===== src/rtl/rom_arb_pkg.sv =====
// Shared types and helpers for the ROM burst arbiter and any other
// round-robin arbiters in this block.
package rom_arb_pkg;

    typedef enum logic {
        IDLE = 1'b0,
        READ = 1'b1
    } arb_state_t;

    // Widest requester vector the generic grant helper can handle.
    localparam int unsigned MAX_REQ   = 32;
    localparam int unsigned MAX_IDX_W = 5;

    // One-hot round-robin grant: first set bit of valid[n-1:0] searching
    // upward from ptr+1 and wrapping at n. Returns all-zero when nothing
    // is valid. Bits at and above n are always zero.
    function automatic logic [MAX_REQ-1:0] next_rr(
        input int unsigned        n,
        input int unsigned        ptr,
        input logic [MAX_REQ-1:0] valid
    );
        logic [MAX_REQ-1:0] gnt;
        logic               found;
        int unsigned        idx;
        gnt   = '0;
        found = 1'b0;
        idx   = 0;
        for (int unsigned k = 1; k <= MAX_REQ; k++) begin
            if (k <= n) begin
                idx = (ptr + k) % n;
                if (!found && valid[idx[MAX_IDX_W-1:0]]) begin
                    gnt[idx[MAX_IDX_W-1:0]] = 1'b1;
                    found = 1'b1;
                end
            end
        end
        return gnt;
    endfunction

endpackage


===== src/rtl/rr_arbiter.sv =====
// Combinational round-robin arbiter: one-hot grant to the first valid
// requester after ptr, wrapping. Holds no state; the owner keeps ptr.
module rr_arbiter
    import rom_arb_pkg::*;
#(
    parameter int N = 4
) (
    input  logic [N-1:0]          valid,
    input  logic [$clog2(N)-1:0]  ptr,
    output logic [N-1:0]          grant
);

    // Widen into the generic helper and keep only the N live grant bits.
    always_comb begin
        grant = N'(next_rr(N, 32'(ptr), MAX_REQ'(valid)));
    end

endmodule


===== src/rtl/rom_burst_arbiter.sv =====
// Round-robin arbiter sharing one combinational ROM among NUM_REQ
// requesters. Each grant reads len+1 sequential addresses and returns them
// on a single registered valid/ready response channel tagged with the id.
module rom_burst_arbiter
    import rom_arb_pkg::*;
#(
    parameter int NUM_REQ = 4,
    parameter int ADDR_W  = 3,
    parameter int DATA_W  = 8,
    parameter int LEN_W   = 3
) (
    input  logic                        clk,
    input  logic                        rst_n,
    input  logic [NUM_REQ-1:0]          req_valid,
    output logic [NUM_REQ-1:0]          req_ready,
    input  logic [NUM_REQ*ADDR_W-1:0]   req_addr,
    input  logic [NUM_REQ*LEN_W-1:0]    req_len,
    output logic [ADDR_W-1:0]           rom_addr,
    input  logic [DATA_W-1:0]           rom_dout,
    output logic                        rsp_valid,
    input  logic                        rsp_ready,
    output logic [DATA_W-1:0]           rsp_data,
    output logic [$clog2(NUM_REQ)-1:0]  rsp_id,
    output logic                        rsp_last,
    output logic                        busy
);

    localparam int ID_W = $clog2(NUM_REQ);

    arb_state_t          state;
    arb_state_t          state_next;

    logic [ID_W-1:0]     rr_ptr;
    logic [NUM_REQ-1:0]  grant;
    logic [ID_W-1:0]     gnt_idx;
    logic [ADDR_W-1:0]   sel_addr;
    logic [LEN_W-1:0]    sel_len;

    logic [ADDR_W-1:0]   cur_addr;
    logic [ADDR_W-1:0]   addr_hold;
    logic [LEN_W-1:0]    cur_len;
    logic [LEN_W-1:0]    beat_cnt;
    logic [ID_W-1:0]     cur_id;

    logic                accept;
    logic                load;
    logic                last_beat;

    rr_arbiter #(
        .N (NUM_REQ)
    ) u_rr (
        .valid (req_valid),
        .ptr   (rr_ptr),
        .grant (grant)
    );

    // Decode the one-hot grant into an index and pick that requester's fields.
    always_comb begin
        gnt_idx  = '0;
        sel_addr = '0;
        sel_len  = '0;
        for (int i = 0; i < NUM_REQ; i++) begin
            if (grant[i]) begin
                gnt_idx  = ID_W'(i);
                sel_addr = req_addr[i*ADDR_W +: ADDR_W];
                sel_len  = req_len[i*LEN_W +: LEN_W];
            end
        end
    end

    // Grants are only offered in IDLE; gated by rst_n so nothing is offered
    // while reset is held.
    assign req_ready = (state == IDLE && rst_n) ? grant : '0;
    assign last_beat = (beat_cnt == cur_len);
    // The ROM bus follows the burst while reading and otherwise parks on the
    // last address actually read.
    assign rom_addr  = (state == READ) ? cur_addr : addr_hold;
    assign busy      = (state != IDLE) || rsp_valid;

    // FSM state register.
    always_ff @(posedge clk or negedge rst_n) begin
        if (!rst_n) begin
            state <= IDLE;
        end else begin
            state <= state_next;
        end
    end

    // Next state: accept a grant in IDLE; in READ step one beat whenever the
    // response register is empty or being drained this cycle.
    always_comb begin
        state_next = state;
        accept     = 1'b0;
        load       = 1'b0;
        case (state)
            IDLE: begin
                if (|grant) begin
                    accept     = 1'b1;
                    state_next = READ;
                end
            end
            READ: begin
                if (!rsp_valid || rsp_ready) begin
                    load = 1'b1;
                    if (last_beat) begin
                        state_next = IDLE;
                    end
                end
            end
            default: state_next = IDLE;
        endcase
    end

    // Burst context: captured on grant, advanced once per loaded beat.
    always_ff @(posedge clk or negedge rst_n) begin
        if (!rst_n) begin
            rr_ptr    <= ID_W'(NUM_REQ - 1);
            cur_addr  <= '0;
            addr_hold <= '0;
            cur_len   <= '0;
            beat_cnt  <= '0;
            cur_id    <= '0;
        end else if (accept) begin
            rr_ptr   <= gnt_idx;
            cur_addr <= sel_addr;
            cur_len  <= sel_len;
            cur_id   <= gnt_idx;
            beat_cnt <= '0;
        end else if (load) begin
            addr_hold <= cur_addr;
            cur_addr  <= cur_addr + 1'b1;
            beat_cnt  <= beat_cnt + 1'b1;
        end
    end

    // Response register: a new beat overwrites a drained one in the same
    // cycle, so valid only drops when nothing new is loaded.
    always_ff @(posedge clk or negedge rst_n) begin
        if (!rst_n) begin
            rsp_valid <= 1'b0;
            rsp_data  <= '0;
            rsp_id    <= '0;
            rsp_last  <= 1'b0;
        end else if (load) begin
            rsp_valid <= 1'b1;
            rsp_data  <= rom_dout;
            rsp_id    <= cur_id;
            rsp_last  <= last_beat;
        end else if (rsp_ready) begin
            rsp_valid <= 1'b0;
        end
    end

endmodule

===== config.mk =====
export PLATFORM = sky130hd
export DESIGN_NAME = rom_burst_arbiter
export DESIGN_NICKNAME = d
export VERILOG_FILES = /design/src/rtl/rom_arb_pkg.sv /design/src/rtl/rr_arbiter.sv /design/src/rtl/rom_burst_arbiter.sv
export SDC_FILE = /design/constraint.sdc
export NUM_CORES = 1
export LEC_CHECK = 0
export CORE_AREA = 5 5 78 80
export CTS_CLUSTER_SIZE = 25
export DETAILED_ROUTE_END_ITERATION = 10
export DIE_AREA = 0 0 83 85
export PLACE_DENSITY = 0.7
export SETUP_SLACK_MARGIN = 0.1
export SYNTH_ARGS = -nofsm -noshare
export SYNTH_HDL_FRONTEND = slang
export SYNTH_SLANG_ARGS = --single-unit

===== constraint.sdc =====
create_clock -name clk -period 2.9 [get_ports clk]
set_input_delay 0.29 -clock clk [delete_from_list [all_inputs] [get_ports clk]]
set_output_delay 0.29 -clock clk [all_outputs]
set_load 0.005 [all_outputs]

==> impl_metrics.env <==
export IMPL_run_status="finished, final reports clean"
export IMPL_r2r_start="rr_ptr[0]$_DFFE_PN1N_"
export IMPL_startpoint="rr_ptr[0]$_DFFE_PN1N_"
export IMPL_overflow=0
export IMPL_rows=27
export IMPL_vias=1722
export IMPL_critical_path_max_fanout=7
export IMPL_diodes=0
export IMPL_slew_violations=0
export IMPL_cts_buffers_inserted=5
export IMPL_clk_path_buf_depth=2
export IMPL_netlist_cell_type_count=52
export IMPL_reg2reg_slack_ns=0.14
export IMPL_ios=59
export IMPL_ir_worst_vdd_uv=532
export IMPL_drv_cap=0
export IMPL_fin_area_mm2=0.00293
export IMPL_routabilityCongestion=0.759
export IMPL_ys_flop_type="dfrtp_1"
export IMPL_hold_viol=0
export IMPL_grt_usage_pct=15.0
export IMPL_netlist_instances=210
export IMPL_period_needed_ns=2.76
export IMPL_clkSinkCount=29
export IMPL_clockRootBuffer="clkbuf_8"
export IMPL_grt_pass1_vias=1775
export IMPL_worstMarginPinSlew_ns=0.651
export IMPL_timing_final_crit_share_pct=95.1
export IMPL_ys_seq_elements=29
export IMPL_cp_required_ns=3.10
export IMPL_fp_dieW_um=83
export IMPL_cp_start_kind="register"
export IMPL_whs_ns=0.470
export IMPL_slew_headroom_pct=56.6
export IMPL_synth_async_reset_ratio_pct=100
export IMPL_final_nets=337
export IMPL_synth_area_leaders="dfrtp_1 (34%), nand2_1 (9.8%), ha_1 (6.3%)"
export IMPL_finalSetupViolCount=0
export IMPL_synth_top_area_share_pct=34.0
export IMPL_timing_setup_critical_path_class="register to register"
export IMPL_synth_compound_area_share_pct=18.8
export IMPL_insertion_delay_ns=0.28
export IMPL_end_kind="register"
export IMPL_leakage_nw=1.27
export IMPL_wl_per_cell_um=13.9
export IMPL_viasPerCell=4.77
export IMPL_ant_nets=0
export IMPL_synth_nets=259
export IMPL_hold_buffers=0
export IMPL_firstDrtPassIters=4
export IMPL_area_growth_synth_to_final_pct=47.4
export IMPL_grt_pass1_wl_um=8540
export IMPL_skew_ns=0.00296
export IMPL_drt_wl_total_um=5010
export IMPL_post_dp_hpwl_um=3700
export IMPL_synth_top_family_by_area="simple AND/OR/NAND/NOR gates"
export IMPL_htree_num_levels=2
export IMPL_antenna_found_initial=0
export IMPL_yosysTopAreaCell="dfrtp_1"
export IMPL_grt_max_degree=30
export IMPL_fillers=512
export IMPL_start_util_pct=37.2
export IMPL_place_area_mm2=0.00271
export IMPL_die_h_um=85
export IMPL_crit_end="cur_addr[0]$_DFFE_PN0P_"
export IMPL_max_freq_mhz=363
export IMPL_hp_class="register to register"
export IMPL_synth_xor_area_share_pct=2.21
export IMPL_drt_iter0_drc=73
export IMPL_synth_edf_count=0
export IMPL_synthMuxAreaShare_pct=5.10
export IMPL_core_mm2=0.00534
export IMPL_clk_pin_slew_ns=0.06
export IMPL_port_buffers=58
export IMPL_syn_area_mm2=0.00199
export IMPL_yosysWarnings=0
export IMPL_cts_tree="done"
export IMPL_die_area_mm2=0.00706
export IMPL_rr_endpoint="cur_addr[0]$_DFFE_PN0P_"
export IMPL_rsz0062_at_grt="yes"
export IMPL_reg2regPathDepth=12
export IMPL_synth_adder_area_share_pct=6.30
export IMPL_critPathArrivalTime_ns=2.96
export IMPL_layout_drive_gt1_share_pct=24.9
export IMPL_route_detailed_drc=0
export IMPL_yosysSeqAreaShare_pct=36.7
export IMPL_syn_area_per_cell_um2=9.46
export IMPL_p_per_area_mw_per_mm2=1040
export IMPL_synthSimpleGateAreaFrac_pct=24.0
[final cells by class]
cell class | instances | area (um^2) | area share [%]
clock buffers | 8 | 80.1 | 2.74
multi-input cells | 157 | 1170 | 39.9
inverters | 12 | 47.5 | 1.62
repair buffers | 83 | 815 | 27.8
flip-flops and latches | 29 | 728 | 24.9
well taps | 72 | 90.1 | 3.08
[synthesized netlist by cell type (all sizes together), types with 2 or more instances]
master  count
a21o        2
a21oi       2
a221oi      3
a31oi       4
buf         8
clkbuf      4
dfrtp      27
dfstp       2
ha         10
inv        12
mux2        3
mux4        3
nand2      53
nand2b      8
nand3       4
nand3b      2
nor2       12
nor3        2
nor3b       7
o21a        4
o21ai      13
o22ai       5
xor2        4
[flip-flops by register name, indices dropped and copies added, names as in the netlist]
| register | count |
|---|---|
| cur_id | 2 |
| cur_len | 3 |
| beat_cnt | 3 |
| rsp_last | 1 |
| addr_hold | 3 |
| rsp_id | 2 |
| rsp_data | 8 |
| state | 1 |
| rr_ptr | 2 |
| rsp_valid | 1 |
| cur_addr | 3 |
[power by group]
part / internal, W / switching (W)
Combinational: 0.00104 / 0.000966
Clock: 0.000170 / 0.000138
Sequential: 0.000583 / 0.000134
Total: 0.00179 / 0.00124
[metrics by stage]
step           utilization (%)  worst slack [ns]   TNS, ns  total power [W]  instances
4_1_cts                   53.4            0.0729         0          0.00290        355
2_1_floorplan                -             0.239         0          0.00185        210
3_3_place_gp              50.7          -0.00477  -0.00477          0.00240        342
5_1_grt                   54.9            0.0357         0          0.00329        361
3_5_place_dp              50.7           -0.0314   -0.0586          0.00243        342
6_report                  54.9             0.143         0          0.00303        361
[per-layer routing]
layer,track usage [%],up-vias,routed length (um),part of all wire (%)
met5,0,-,0,0
met4,5.35,0,71,1.4
met3,4.27,7,296,5.9
met2,27.3,48,2560,51
met1,16.7,789,2080,42
li1,-,878,-,-
[how the worst min path moves through the flow]
stage                                   from  slack (ns)                        to  cells after the start
floorplan                              rst_n      -0.006  addr_hold[0]$_DFFE_PN0P_                      0
global placement    addr_hold[1]$_DFFE_PN0P_        0.45  addr_hold[1]$_DFFE_PN0P_                      2
detailed placement     rsp_id[0]$_DFFE_PN0P_        0.46     rsp_id[0]$_DFFE_PN0P_                      2
CTS                    rsp_id[0]$_DFFE_PN0P_        0.48     rsp_id[0]$_DFFE_PN0P_                      2
global route        addr_hold[0]$_DFFE_PN0P_        0.50  addr_hold[0]$_DFFE_PN0P_                      2
finish                 rsp_id[0]$_DFFE_PN0P_        0.47     rsp_id[0]$_DFFE_PN0P_                      2
[kinds of logic after synthesis]
group | count (synthesis)
AND/OR/NAND/NOR | 95
AO/OA/AOI/OAI | 41
flip-flops | 29
buffers and inverters | 24
adder cells (fa/ha/maj) | 10
multiplexers | 6
XOR/XNOR | 5
[worst max-delay path, cell delays in order, from the launching register on]
cell	delay [ns]
dfstp_2	0.59
buf_12	0.13
mux4_2	0.54
buf_6	0.14
nand2_1	0.07
o21ai_2	0.06
a221oi_2	0.20
buf_4	0.17
buf_6	0.11
buf_6	0.10
and4b_2	0.31
nand2_1	0.09
a31oi_2	0.19
[cells in the final DEF, fill, tap and decap left out, types with 7 or more instances in the layout]
master and n:
ha_1 9, nand2b_1 7, nor2_1 7, clkdlybuf4s50_1 54
buf_4 16, dfrtp_1 27, nand2_1 49, inv_1 10
o21ai_0 7, nor3b_1 7
[repair_timing]
| action | in CTS | in global routing |
|---|---|---|
| endpoints found under the setup margin | 6 | 8 |
| gates cloned | 0 | 0 |
| buffers inserted | 5 | 6 |
| gates resized for setup | 11 | 15 |
| pin swaps | 0 | 7 |
Power figures use the tool's default switching activity.
